<file path="config.mk">
export PLATFORM = sky130hd
export DESIGN_NAME = dcache_axi_bridge
export DESIGN_NICKNAME = d
export VERILOG_FILES = /design/src/rtl/dcache_axi_bridge.sv
export SDC_FILE = /design/constraint.sdc
export NUM_CORES = 1
export LEC_CHECK = 0
export ABC_CLOCK_PERIOD_IN_PS = 28500
export CAP_MARGIN = 40
export CORE_AREA = 2 2 298 300
export DETAILED_ROUTE_END_ITERATION = 10
export DIE_AREA = 0 0 300 302
export GPL_ROUTABILITY_DRIVEN = 0
export HOLD_SLACK_MARGIN = 0.05
export PLACE_DENSITY = 0.56
export SLEW_MARGIN = 0
export SYNTH_ARGS = -nofsm -noshare
export SYNTH_HDL_FRONTEND = slang
export SYNTH_SLANG_ARGS = --single-unit
</file>
<file path="constraint.sdc">
create_clock -name clk -period 28.5 [get_ports clk]
set_clock_uncertainty 0.05 [all_clocks]
set_input_delay 8.55 -clock clk [delete_from_list [all_inputs] [get_ports clk]]
set_output_delay 8.55 -clock clk [all_outputs]
set_load 0.01 [all_outputs]
</file>
<file path="src/rtl/dcache_axi_bridge.sv">
// AXI master for dcache misses: 8-beat line fill or writeback and single-beat uncached access.
// One request at a time; s2 sees a rend/wend pulse plus the 256-bit fill line.
module dcache_axi_bridge #(
  parameter logic [3:0] AXI_ID = 4'd1
) (
  input  logic         clk,
  input  logic         rst,
  input  logic         ca_rreq_i,
  input  logic         ca_wreq_i,
  input  logic         uc_rreq_i,
  input  logic         uc_wreq_i,
  input  logic [31:0]  addr_i,
  input  logic [3:0]   wen_i,
  input  logic [31:0]  uc_wdata_i,
  input  logic [255:0] wline_i,
  output logic         rend_o,
  output logic         wend_o,
  output logic [255:0] cacheline_rdata_o,
  output logic [3:0]   arid_o,
  output logic [31:0]  araddr_o,
  output logic [7:0]   arlen_o,
  output logic [2:0]   arsize_o,
  output logic [1:0]   arburst_o,
  output logic         arvalid_o,
  input  logic         arready_i,
  input  logic [31:0]  rdata_i,
  input  logic         rlast_i,
  input  logic         rvalid_i,
  output logic         rready_o,
  output logic [3:0]   awid_o,
  output logic [31:0]  awaddr_o,
  output logic [7:0]   awlen_o,
  output logic [2:0]   awsize_o,
  output logic [1:0]   awburst_o,
  output logic         awvalid_o,
  input  logic         awready_i,
  output logic [31:0]  wdata_o,
  output logic [3:0]   wstrb_o,
  output logic         wlast_o,
  output logic         wvalid_o,
  input  logic         wready_i,
  input  logic         bvalid_i,
  output logic         bready_o
);

  typedef enum logic [2:0] {S_IDLE, S_AR, S_R, S_AW, S_W, S_B, S_DONE} state_e;

  state_e      state_q, state_d;
  logic        is_uc_q, is_wr_q;
  logic [31:0] addr_q;
  logic [3:0]  wen_q;
  logic [31:0] uc_wdata_q;
  logic [2:0]  cnt_q;
  logic [31:0] wline_q [8];
  logic [31:0] line_q  [8];

  logic       any_req, accept, acc_uc, acc_wr;
  logic       r_beat, w_beat;
  logic [2:0] len;

  // Priority uc_r > uc_w > ca_r > ca_w falls out of the acc_wr decode.
  assign any_req = uc_rreq_i | uc_wreq_i | ca_rreq_i | ca_wreq_i;
  assign accept  = (state_q == S_IDLE) && any_req;
  assign acc_uc  = uc_rreq_i | uc_wreq_i;
  assign acc_wr  = !uc_rreq_i && (uc_wreq_i || !ca_rreq_i);

  assign len    = is_uc_q ? 3'd0 : 3'd7;
  assign r_beat = (state_q == S_R) && rvalid_i;
  assign w_beat = (state_q == S_W) && wready_i;

  assign arid_o    = AXI_ID;
  assign araddr_o  = addr_q;
  assign arlen_o   = {5'd0, len};
  assign arsize_o  = 3'd2;
  assign arburst_o = 2'b01;
  assign awid_o    = AXI_ID;
  assign awaddr_o  = addr_q;
  assign awlen_o   = {5'd0, len};
  assign awsize_o  = 3'd2;
  assign awburst_o = 2'b01;
  assign wdata_o   = is_uc_q ? uc_wdata_q : wline_q[cnt_q];
  assign wstrb_o   = is_uc_q ? wen_q : 4'hF;
  assign wlast_o   = (cnt_q == len);

  always_comb begin
    state_d   = state_q;
    arvalid_o = 1'b0;
    rready_o  = 1'b0;
    awvalid_o = 1'b0;
    wvalid_o  = 1'b0;
    bready_o  = 1'b0;
    rend_o    = 1'b0;
    wend_o    = 1'b0;
    case (state_q)
      S_IDLE: if (accept) state_d = acc_wr ? S_AW : S_AR;
      S_AR: begin
        arvalid_o = 1'b1;
        if (arready_i) state_d = S_R;
      end
      S_R: begin
        rready_o = 1'b1;
        if (rvalid_i && rlast_i) state_d = S_DONE;
      end
      S_AW: begin
        awvalid_o = 1'b1;
        if (awready_i) state_d = S_W;
      end
      S_W: begin
        wvalid_o = 1'b1;
        if (wready_i && wlast_o) state_d = S_B;
      end
      S_B: begin
        bready_o = 1'b1;
        if (bvalid_i) state_d = S_DONE;
      end
      // DONE always returns to IDLE so a still-held level request is not re-taken here.
      S_DONE: begin
        rend_o  = !is_wr_q;
        wend_o  = is_wr_q;
        state_d = S_IDLE;
      end
      default: state_d = S_IDLE;
    endcase
  end

  always_ff @(posedge clk or posedge rst) begin
    if (rst) begin
      state_q    <= S_IDLE;
      is_uc_q    <= 1'b0;
      is_wr_q    <= 1'b0;
      addr_q     <= 32'd0;
      wen_q      <= 4'd0;
      uc_wdata_q <= 32'd0;
      cnt_q      <= 3'd0;
    end else begin
      state_q <= state_d;
      if (accept) begin
        is_uc_q <= acc_uc;
        is_wr_q <= acc_wr;
        addr_q  <= acc_uc ? addr_i : {addr_i[31:5], 5'b0};
        cnt_q   <= 3'd0;
        if (acc_wr) begin
          wen_q      <= wen_i;
          uc_wdata_q <= uc_wdata_i;
        end
      end else if (r_beat || w_beat) begin
        cnt_q <= cnt_q + 3'd1;
      end
    end
  end

  // Uncached reads broadcast the beat to every word so any addr[4:2] select sees it.
  for (genvar gi = 0; gi < 8; gi++) begin : g_word
    always_ff @(posedge clk or posedge rst) begin
      if (rst) begin
        wline_q[gi] <= 32'd0;
        line_q[gi]  <= 32'd0;
      end else begin
        if (accept && acc_wr) wline_q[gi] <= wline_i[32*gi +: 32];
        if (r_beat && (is_uc_q || cnt_q == 3'(gi))) line_q[gi] <= rdata_i;
      end
    end
    assign cacheline_rdata_o[32*gi +: 32] = line_q[gi];
  end

endmodule

</file>
==> results of run 1 <==
[registers in the layout (all words and copies together), names as in the netlist]
signal             count
cacheline_rdata_o    256
wline_q              256
araddr_o              32
uc_wdata_q            32
wen_q                  4
cnt_q                  3
state_q                3
is_uc_q                1
is_wr_q                1
[per-stage QoR]
step / instance area (um^2) / hold slack (ns)
after global routing: 36500 / 0.463
final: 36500 / 0.448
after detailed placement: 34300 / 0.438
after global placement: 34000 / 0.433
after CTS: 36500 / 0.450
after floorplan: 26100 / 0.411
[report_power, final]
part | internal [W] | switching, W | total (W)
logic | 0.000593 | 0.000352 | 0.000945
clock network | 0.000511 | 0.000348 | 0.000859
registers | 0.00103 | 0.000161 | 0.00119
total | 0.00214 | 0.000861 | 0.00300
[area by class of cell]
class	instances	area [um^2]	share of cell area
clock inverter	16	164	0.00449
clock buffer	105	2030	0.0558
sequential	588	14700	0.404
multi-input combinational	909	10300	0.281
inverter	10	45.0	0.00123
timing repair buffer	768	7780	0.213
antenna	7	17.5	0.000480
tap	1165	1460	0.0400
[path summary, 6_finish.rpt]
check | to | from | slack [ns]
hold reg to reg | is_wr_q | is_wr_q | 0.45
setup / recovery | wdata_o[30] | cnt_q[2] | 15.64
min in group asynchronous | cacheline_rdata_o[182] | rst | 8.35
hold / removal | is_wr_q | is_wr_q | 0.45
max in group asynchronous | cnt_q[0] | rst | 16.69
setup reg to reg | cacheline_rdata_o[116] | cnt_q[2] | 25.00
[cells in the mapped netlist (all sizes together) (2+ instances only)]
library cell | number | area (um^2)
a21boi | 2 | 15.0
a21o | 3 | 22.5
a21oi | 6 | 30.0
a22o | 5 | 43.8
and3 | 2 | 12.5
buf | 139 | 1030
clkbuf | 20 | 75.1
conb | 2 | 7.51
dfrtp | 588 | 14700
ha | 7 | 87.6
inv | 10 | 37.5
mux2 | 548 | 7180
mux2i | 37 | 370
mux4 | 63 | 1420
nand2 | 126 | 473
nand2b | 5 | 31.3
nand3b | 3 | 22.5
nor2 | 19 | 71.3
nor2b | 2 | 12.5
o21ai | 36 | 180
or3 | 2 | 17.5
[metal layers]
metal,track usage,up-vias,routed length [um]
met3,0.0589,157,6310
met5,0,-,256
li1,-,7146,-
met1,0.209,8251,31900
met4,0.0580,40,2260
met2,0.288,520,39000
[logic make-up after synthesis]
logic type | count (synthesis) | share of synthesized area
compound gates | 58 | 0.0131
xor+xnor | 1 | 0.000337
fa+ha+maj | 7 | 0.00337
buf+inv | 169 | 0.0441
flops | 588 | 0.567
mux | 648 | 0.345
other cells | 2 | 0.000289
simple gates | 167 | 0.0268
[worst max-delay path, stage by stage, from the launching register on]
cell and delay, ns:
dfrtp_4 0.84, buf_4 0.69, inv_1 0.37, mux4_2 0.37, o21ai_0 0.57, clkdlybuf4s50_1 0.68
==> reports/metrics.cfg, run 1 <==
[timing]
hold_viol=0
relSlewSlack=0.233
setup_viol=0
tns_ns=0
clock.fmax_ghz=0.0778
worst_slack_ns=15.64
drv_slew=0
fin_crit_ns=12.86
tightest_slew_ns=1.15
rsz0062_at_grt=no
fin_crit_sh=0.451

[final_layout]
nFillCells=8081
areaGrowthSynthToFinish_pct=40.5
layout_common_cells=737 x clkdlybuf4s50_1, 585 x dfrtp_1, 279 x mux2_2
utilization=0.417
stdcell_count=3568
layout_commonest_cell=clkdlybuf4s50_1
drive_gt1_frac=0.318
nNetsFinal=2721

[logic_synthesis]
yosys_warnings=0
synth-edff-count=0
synthArstFlopShare=1.00
ys.flop_type=dfrtp_1
ys_seq_area_frac=0.567
postSynthCellCount=1640
synthDistinctLibCells=42
netlist_area_mm2=0.0260
synth-seq-cells=588
avgSynthCellArea_um2=15.8

[floorplan]
die_h_um=302
initial_core_util=0.297
num_io_pins=766
die_area_mm2=0.0906
die_x_um=300
core_mm2=0.0876
placementRows=109

[drt]
vias=16100
viasPerCell=4.52
avgRoutedWirePerCell_um=22.3
drt_pass1_iterations=4
routed_wl_um=79700
first_iter_violations=698
remaining_drc_errors=0
antenna_left=0

[setup_path]
cp.arrival_ns=4.26
cp-start-kind=flip-flop
path_max_fanout=41
required_ns=19.90
crit_type=reg2out
end_kind=output port
r2r_cells=7

[power_and_ir_drop]
p_total_w=0.00300
power_leakage_nw=17.4
p_per_area_mw_per_mm2=82.2
peakVddDrop_mv=0.0529

[hold_path]
min_delay_path_depth=2
hp-class=reg2reg

[clock_network]
cts_sinks=588
cts_buffers=69
h-tree-depth=3
cts_tree=done
cts_setup_buffers=0
clkLatencyLatePin_ns=0.59
hold_buffers=0
cts.clk_slew.worst_paths_ns=0.06
cts_buffer_depth=3
cts-root-buf=clkbuf_16
cts_resized=0

[status]
outcome=finished clean

[grt]
grt_antenna_before_repair=29
grt_max_degree=140
grt.overflow.total=0
grt_usage=0.173
grt_pass1_wl_um=117000
grt_pass1_vias=17500

[placement]
place_inst=3440
dp_slack_ns=15.91
dpl.hpwl_um=58700
numPortBuffers=737

[run]
maxCapViolCount=0

No activity file was read; power rests on OpenSTA's default activity.
==> inputs of run 2 (changes only) <==
ABC_CLOCK_PERIOD_IN_PS = 10900   (was 28500)
CORE_AREA = 2 2 297 299   (was 2 2 298 300)
DIE_AREA = 0 0 299 301   (was 0 0 300 302)
PLACE_DENSITY = 0.58   (was 0.56)
clock period = 10.9 ns   (was 28.5 ns; I/O delays follow)
==> reports/metrics.cfg, run 2 (synthesis results as in run 1) <==
[status]
outcome=finished clean  ; unchanged

[clock_network]
cts.clk_slew.worst_paths_ns=0.05  ; was 0.06 ns
clkLatencyLatePin_ns=0.59  ; about the same
cts_resized=0  ; unchanged
cts_sinks=588  ; unchanged
cts_setup_buffers=0  ; unchanged
h-tree-depth=3  ; unchanged
cts_tree=done  ; unchanged
cts_buffer_depth=3  ; unchanged
cts-root-buf=clkbuf_16  ; unchanged
cts_buffers=70  ; was 69
hold_buffers=0  ; unchanged

[final_layout]
drive_gt1_frac=0.317  ; was 0.318
regArea_mm2=0.0147  ; unchanged
utilization=0.421  ; was 0.417
multi_input_area_mm2=0.0103  ; unchanged
areaGrowthSynthToFinish_pct=40.4  ; was 40.5%
layout_commonest_cell=clkdlybuf4s50_1  ; unchanged
design_area_mm2=0.0364  ; was 0.0365 mm^2
nFillCells=7832  ; was 8,081
nNetsFinal=2718  ; was 2,721
layout_common_cells=737 x clkdlybuf4s50_1, 585 x dfrtp_1, 279 x mux2_2  ; unchanged

[drt]
viasPerCell=4.51  ; was 4.52
remaining_drc_errors=0  ; unchanged
drt_pass1_iterations=4  ; unchanged
avgRoutedWirePerCell_um=22.5  ; was 22.3 um
first_iter_violations=686  ; was 698
routed_wl_um=80000  ; was 79,700 um
antenna_left=0  ; unchanged
vias=16000  ; was 16,100

[run]
maxCapViolCount=0  ; unchanged

[timing]
hold_viol=0  ; unchanged
rsz0062_at_grt=no  ; unchanged
fin_crit_ns=7.18
fin_hold_ws_ns=0.451  ; was 0.448 ns
tightest_slew_ns=1.08  ; was 1.15 ns
relSlewSlack=0.278  ; was 0.233
setup_viol=0  ; unchanged
fin_crit_sh=0.658
clock.fmax_ghz=0.139
drv_slew=0  ; unchanged

[setup_path]
required_ns=7.58  ; was 19.90 ns
crit_type=reg2out  ; unchanged
end_kind=output port  ; unchanged
rrSetupSlack_ns=7.96  ; was 25.00 ns
r2r_cells=4  ; was 7
cp.arrival_ns=3.86  ; was 4.26 ns
path_max_fanout=41  ; unchanged
cp-start-kind=flip-flop  ; unchanged

[grt]
grt_pass1_vias=17400  ; was 17,500
grt_usage=0.174  ; was 0.173
grt_pass1_wl_um=118000  ; was 117,000 um
grt.overflow.total=0  ; unchanged
grt_antenna_before_repair=28  ; was 29
grt_max_degree=174  ; was 140

[power_and_ir_drop]
p_per_area_mw_per_mm2=218  ; was 82.2 mW/mm^2
power_frac_seq=0.395  ; was 0.398
p_sw_frac=0.287  ; about the same
power_frac_clock=0.296  ; was 0.286
power.internal_w=0.00566  ; was 0.00214 W
peakVddDrop_mv=0.115  ; was 0.0529 mV
switchingPower_w=0.00228  ; was 0.000861 W
power_leakage_nw=17.4  ; about the same
p_comb_frac=0.309  ; was 0.315

[floorplan]
placementRows=108  ; was 109
core_mm2=0.0865  ; was 0.0876 mm^2
die_h_um=301  ; was 302 um
num_io_pins=766  ; unchanged
die_area_mm2=0.0900  ; was 0.0906 mm^2
initial_core_util=0.300  ; was 0.297
die_x_um=299  ; was 300 um

[placement]
dpl-instance-area_mm2=0.0341  ; was 0.0343 mm^2
dpl.hpwl_um=58000  ; was 58,700 um
numPortBuffers=737  ; unchanged

[hold_path]
hp-class=reg2reg  ; unchanged
min_delay_path_depth=1  ; was 2

==> run 2: cell count changes in the layout (fill, tap and decap cells not counted), sizes merged <==
cell	change
diode	+3
clkbuf	-4
clkinv	+1
inv	-1
clkinvlp	+2
bufinv	+3
buf	-4
==> run 2: stage by stage <==
stage / setup slack [ns] / instances / power, W / setup TNS [ns]
global route: 3.49 / 3551 / 0.00835 / 0
finish: 3.72 / 3558 / 0.00794 / 0
floorplan: -0.435 / 1666 / 0.00463 / -256.00
global placement: 4.30 / 3424 / 0.00560 / 0
CTS: 3.63 / 3548 / 0.00806 / 0
detailed placement: 4.32 / 3426 / 0.00565 / 0
==> run 2: critical path: stages (launching register included) <==
cell,delay (ns)
dfrtp_4,0.80
buf_4,0.68
mux4_2,0.61
mux2i_1,0.36
o21ai_0,0.15
clkdlybuf4s50_1,0.56
==> run 2: final cells by class <==
| cell class | instances | area share |
|---|---|---|
| antenna | 10 | 0.000687 |
| clock buffer | 101 | 0.0546 |
| clock inverter | 21 | 0.00831 |
| inverter | 10 | 0.00113 |
| multi-input combinational | 909 | 0.281 |
| sequential | 588 | 0.404 |
| tap | 1155 | 0.0396 |
| timing repair buffer | 764 | 0.210 |
==> run 2: power groups by stage <==
stage,registers [W],clock network [W],logic (W)
2_1_floorplan,0.00299,0,0.00164
3_3_place_gp,0.00316,0,0.00244
3_5_place_dp,0.00317,0,0.00249
4_1_cts,0.00314,0.00243,0.00250
5_1_grt,0.00321,0.00251,0.00263
6_report,0.00314,0.00235,0.00245
==> run 2: path summary, 6_finish.rpt <==
path                                   from     endpoint
max in group asynchronous               rst  araddr_o[7]
worst max register to register   state_q[2]  wline_q[76]
worst max-delay path               cnt_q[0]   wdata_o[1]
worst min-delay path            wline_q[88]  wline_q[88]
worst min register to register  wline_q[88]  wline_q[88]
min in group asynchronous               rst   wline_q[6]
==> run 2: routing by layer <==
metal / up-vias / GRT usage / wire, um
li1: 7144 / - / -
met1: 8229 / 0.221 / 33600
met2: 515 / 0.285 / 38400
met3: 113 / 0.0623 / 6480
met4: 30 / 0.0408 / 1360
met5: - / 0 / 173
==> inputs of run 3 (changes only) <==
ABC_CLOCK_PERIOD_IN_PS = 6050   (was 10900)
clock period = 6.05 ns   (was 10.9 ns; I/O delays follow)
==> reports/metrics.cfg, run 3 (synthesis results as in run 1) <==
[status]
outcome=finished clean  ; unchanged

[drt]
avgRoutedWirePerCell_um=22.6  ; was 22.5 um
vias=16100  ; was 16,000
drt_pass1_iterations=4  ; unchanged
routed_wl_um=80700  ; was 80,000 um
first_iter_violations=741  ; was 686
remaining_drc_errors=0  ; unchanged
antenna_left=0  ; unchanged
viasPerCell=4.50  ; was 4.51

[grt]
grt.overflow.total=0  ; unchanged
grt_pass1_vias=17400  ; about the same
grt_pass1_wl_um=118000  ; about the same
grt_max_degree=113  ; was 174
grt_usage=0.175  ; was 0.174
grt_antenna_before_repair=36  ; was 28

[clock_network]
cts-root-buf=clkbuf_16  ; unchanged
h-tree-depth=3  ; unchanged
cts_sinks=588  ; unchanged
cts_buffer_depth=3  ; unchanged
cts_buffers=68  ; was 70
clkLatencyLatePin_ns=0.61  ; was 0.59 ns
cts.clk_slew.worst_paths_ns=0.06  ; was 0.05 ns
cts_resized=0  ; unchanged
hold_buffers=0  ; unchanged
cts_tree=done  ; unchanged
cts_setup_buffers=0  ; unchanged

[floorplan]
die_area_mm2=0.0900  ; unchanged
initial_core_util=0.300  ; unchanged
core_mm2=0.0865  ; unchanged
die_x_um=299  ; unchanged
die_h_um=301  ; unchanged
placementRows=108  ; unchanged
num_io_pins=766  ; unchanged

[setup_path]
required_ns=4.18  ; was 7.58 ns
crit_type=reg2out  ; unchanged
end_kind=output port  ; unchanged
crit_family=buffers and inverters  ; unchanged
path_buf_inv=2  ; unchanged
max_stage_delay_ns=0.80  ; about the same
crit_chain=buf_12, mux2i_1, mux4_2, o21ai_0, clkdlybuf4s50_1  ; was buf_4, mux4_2, mux2i_1, o21ai_0, clkdlybuf4s50_1
rrSetupSlack_ns=2.88  ; was 7.96 ns
rr_endpoint=cacheline_rdata_o[249]  ; was wline_q[76]
rr_startpoint=state_q[2]  ; unchanged
path_max_fanout=32  ; was 41
cp-start-kind=flip-flop  ; unchanged
cp.arrival_ns=3.19  ; was 3.86 ns
crit_slowest_cell=dfrtp_4  ; unchanged
r2r_cells=5  ; was 4

[hold_path]
worstHoldEndpoint=wline_q[77]  ; was wline_q[88]
hp-class=reg2reg  ; unchanged
hp-start=wline_q[77]  ; was wline_q[88]
min_delay_path_depth=1  ; unchanged

[final_layout]
layout_common_cells=737 x clkdlybuf4s50_1, 585 x dfrtp_1, 279 x mux2_2  ; unchanged
areaGrowthSynthToFinish_pct=41.1  ; was 40.4%
multi_input_area_mm2=0.0103  ; unchanged
regArea_mm2=0.0147  ; unchanged
nNetsFinal=2725  ; was 2,718
design_area_mm2=0.0366  ; was 0.0364 mm^2
nFillCells=7832  ; unchanged
layout_commonest_cell=clkdlybuf4s50_1  ; unchanged
drive_gt1_frac=0.322  ; was 0.317

[placement]
numPortBuffers=737  ; unchanged
dpl-instance-area_mm2=0.0343  ; was 0.0341 mm^2
dpl.hpwl_um=59900  ; was 58,000 um

[timing]
fin_crit_ns=5.05
setup_viol=0  ; unchanged
clock.fmax_ghz=0.198
tightest_slew_ns=0.863  ; was 1.08 ns
fin_crit_sh=0.835
relSlewSlack=0.424  ; was 0.278
rsz0062_at_grt=no  ; unchanged
hold_viol=0  ; unchanged
drv_slew=0  ; unchanged
tns_ns=0  ; unchanged

[run]
maxCapViolCount=0  ; unchanged

[power_and_ir_drop]
p_per_area_mw_per_mm2=390  ; was 218 mW/mm^2
peakVddDrop_mv=0.249  ; was 0.115 mV
power_leakage_nw=17.5  ; was 17.4 nW

run 3: area by class of cell:
class                      count  area share
sequential                   588       0.402
multi-input combinational    909       0.280
timing repair buffer         773       0.214
clock buffer                  98      0.0542
tap                         1155      0.0395
clock inverter                23     0.00806
antenna                       17     0.00116
inverter                      10     0.00113
run 3: worst max path at each step:
stage	from	end	slack, ns	cells past startpoint
global route	cnt_q[0]	wdata_o[30]	0.76	5
floorplan	rst	araddr_o[0]	-3.83	1
CTS	cnt_q[2]	wdata_o[11]	0.89	6
finish	cnt_q[0]	wdata_o[30]	1.0	5
detailed placement	cnt_q[2]	wdata_o[15]	1.56	6
global placement	cnt_q[2]	wdata_o[11]	1.32	5
run 3: where the power goes:
part	internal, W	switching (W)
clock network	0.00248	0.00171
registers	0.00487	0.000784
logic	0.00283	0.00162
total	0.0102	0.00412
run 3: metrics by stage:
step                      hold slack [ns]  worst slack [ns]  cells   util  total power (W)
after floorplan                     0.411             -3.83   1666      -          0.00834
after CTS                           0.455             0.889   3556  0.423           0.0145
after global routing                0.461             0.755   3569  0.423           0.0151
after detailed placement            0.437              1.56   3435  0.397           0.0102
final                               0.450             0.996   3573  0.424           0.0143
after global placement              0.433              1.32   3431  0.396           0.0101
run 3: per-layer routing:
| metal | up-vias | routed length, um | GRT usage |
|---|---|---|---|
| met2 | 565 | 38500 | 0.281 |
| met3 | 158 | 6610 | 0.0640 |
| met4 | 34 | 2190 | 0.0593 |
| met5 | - | 229 | 0 |
| li1 | 7165 | - | - |
| met1 | 8164 | 33200 | 0.218 |
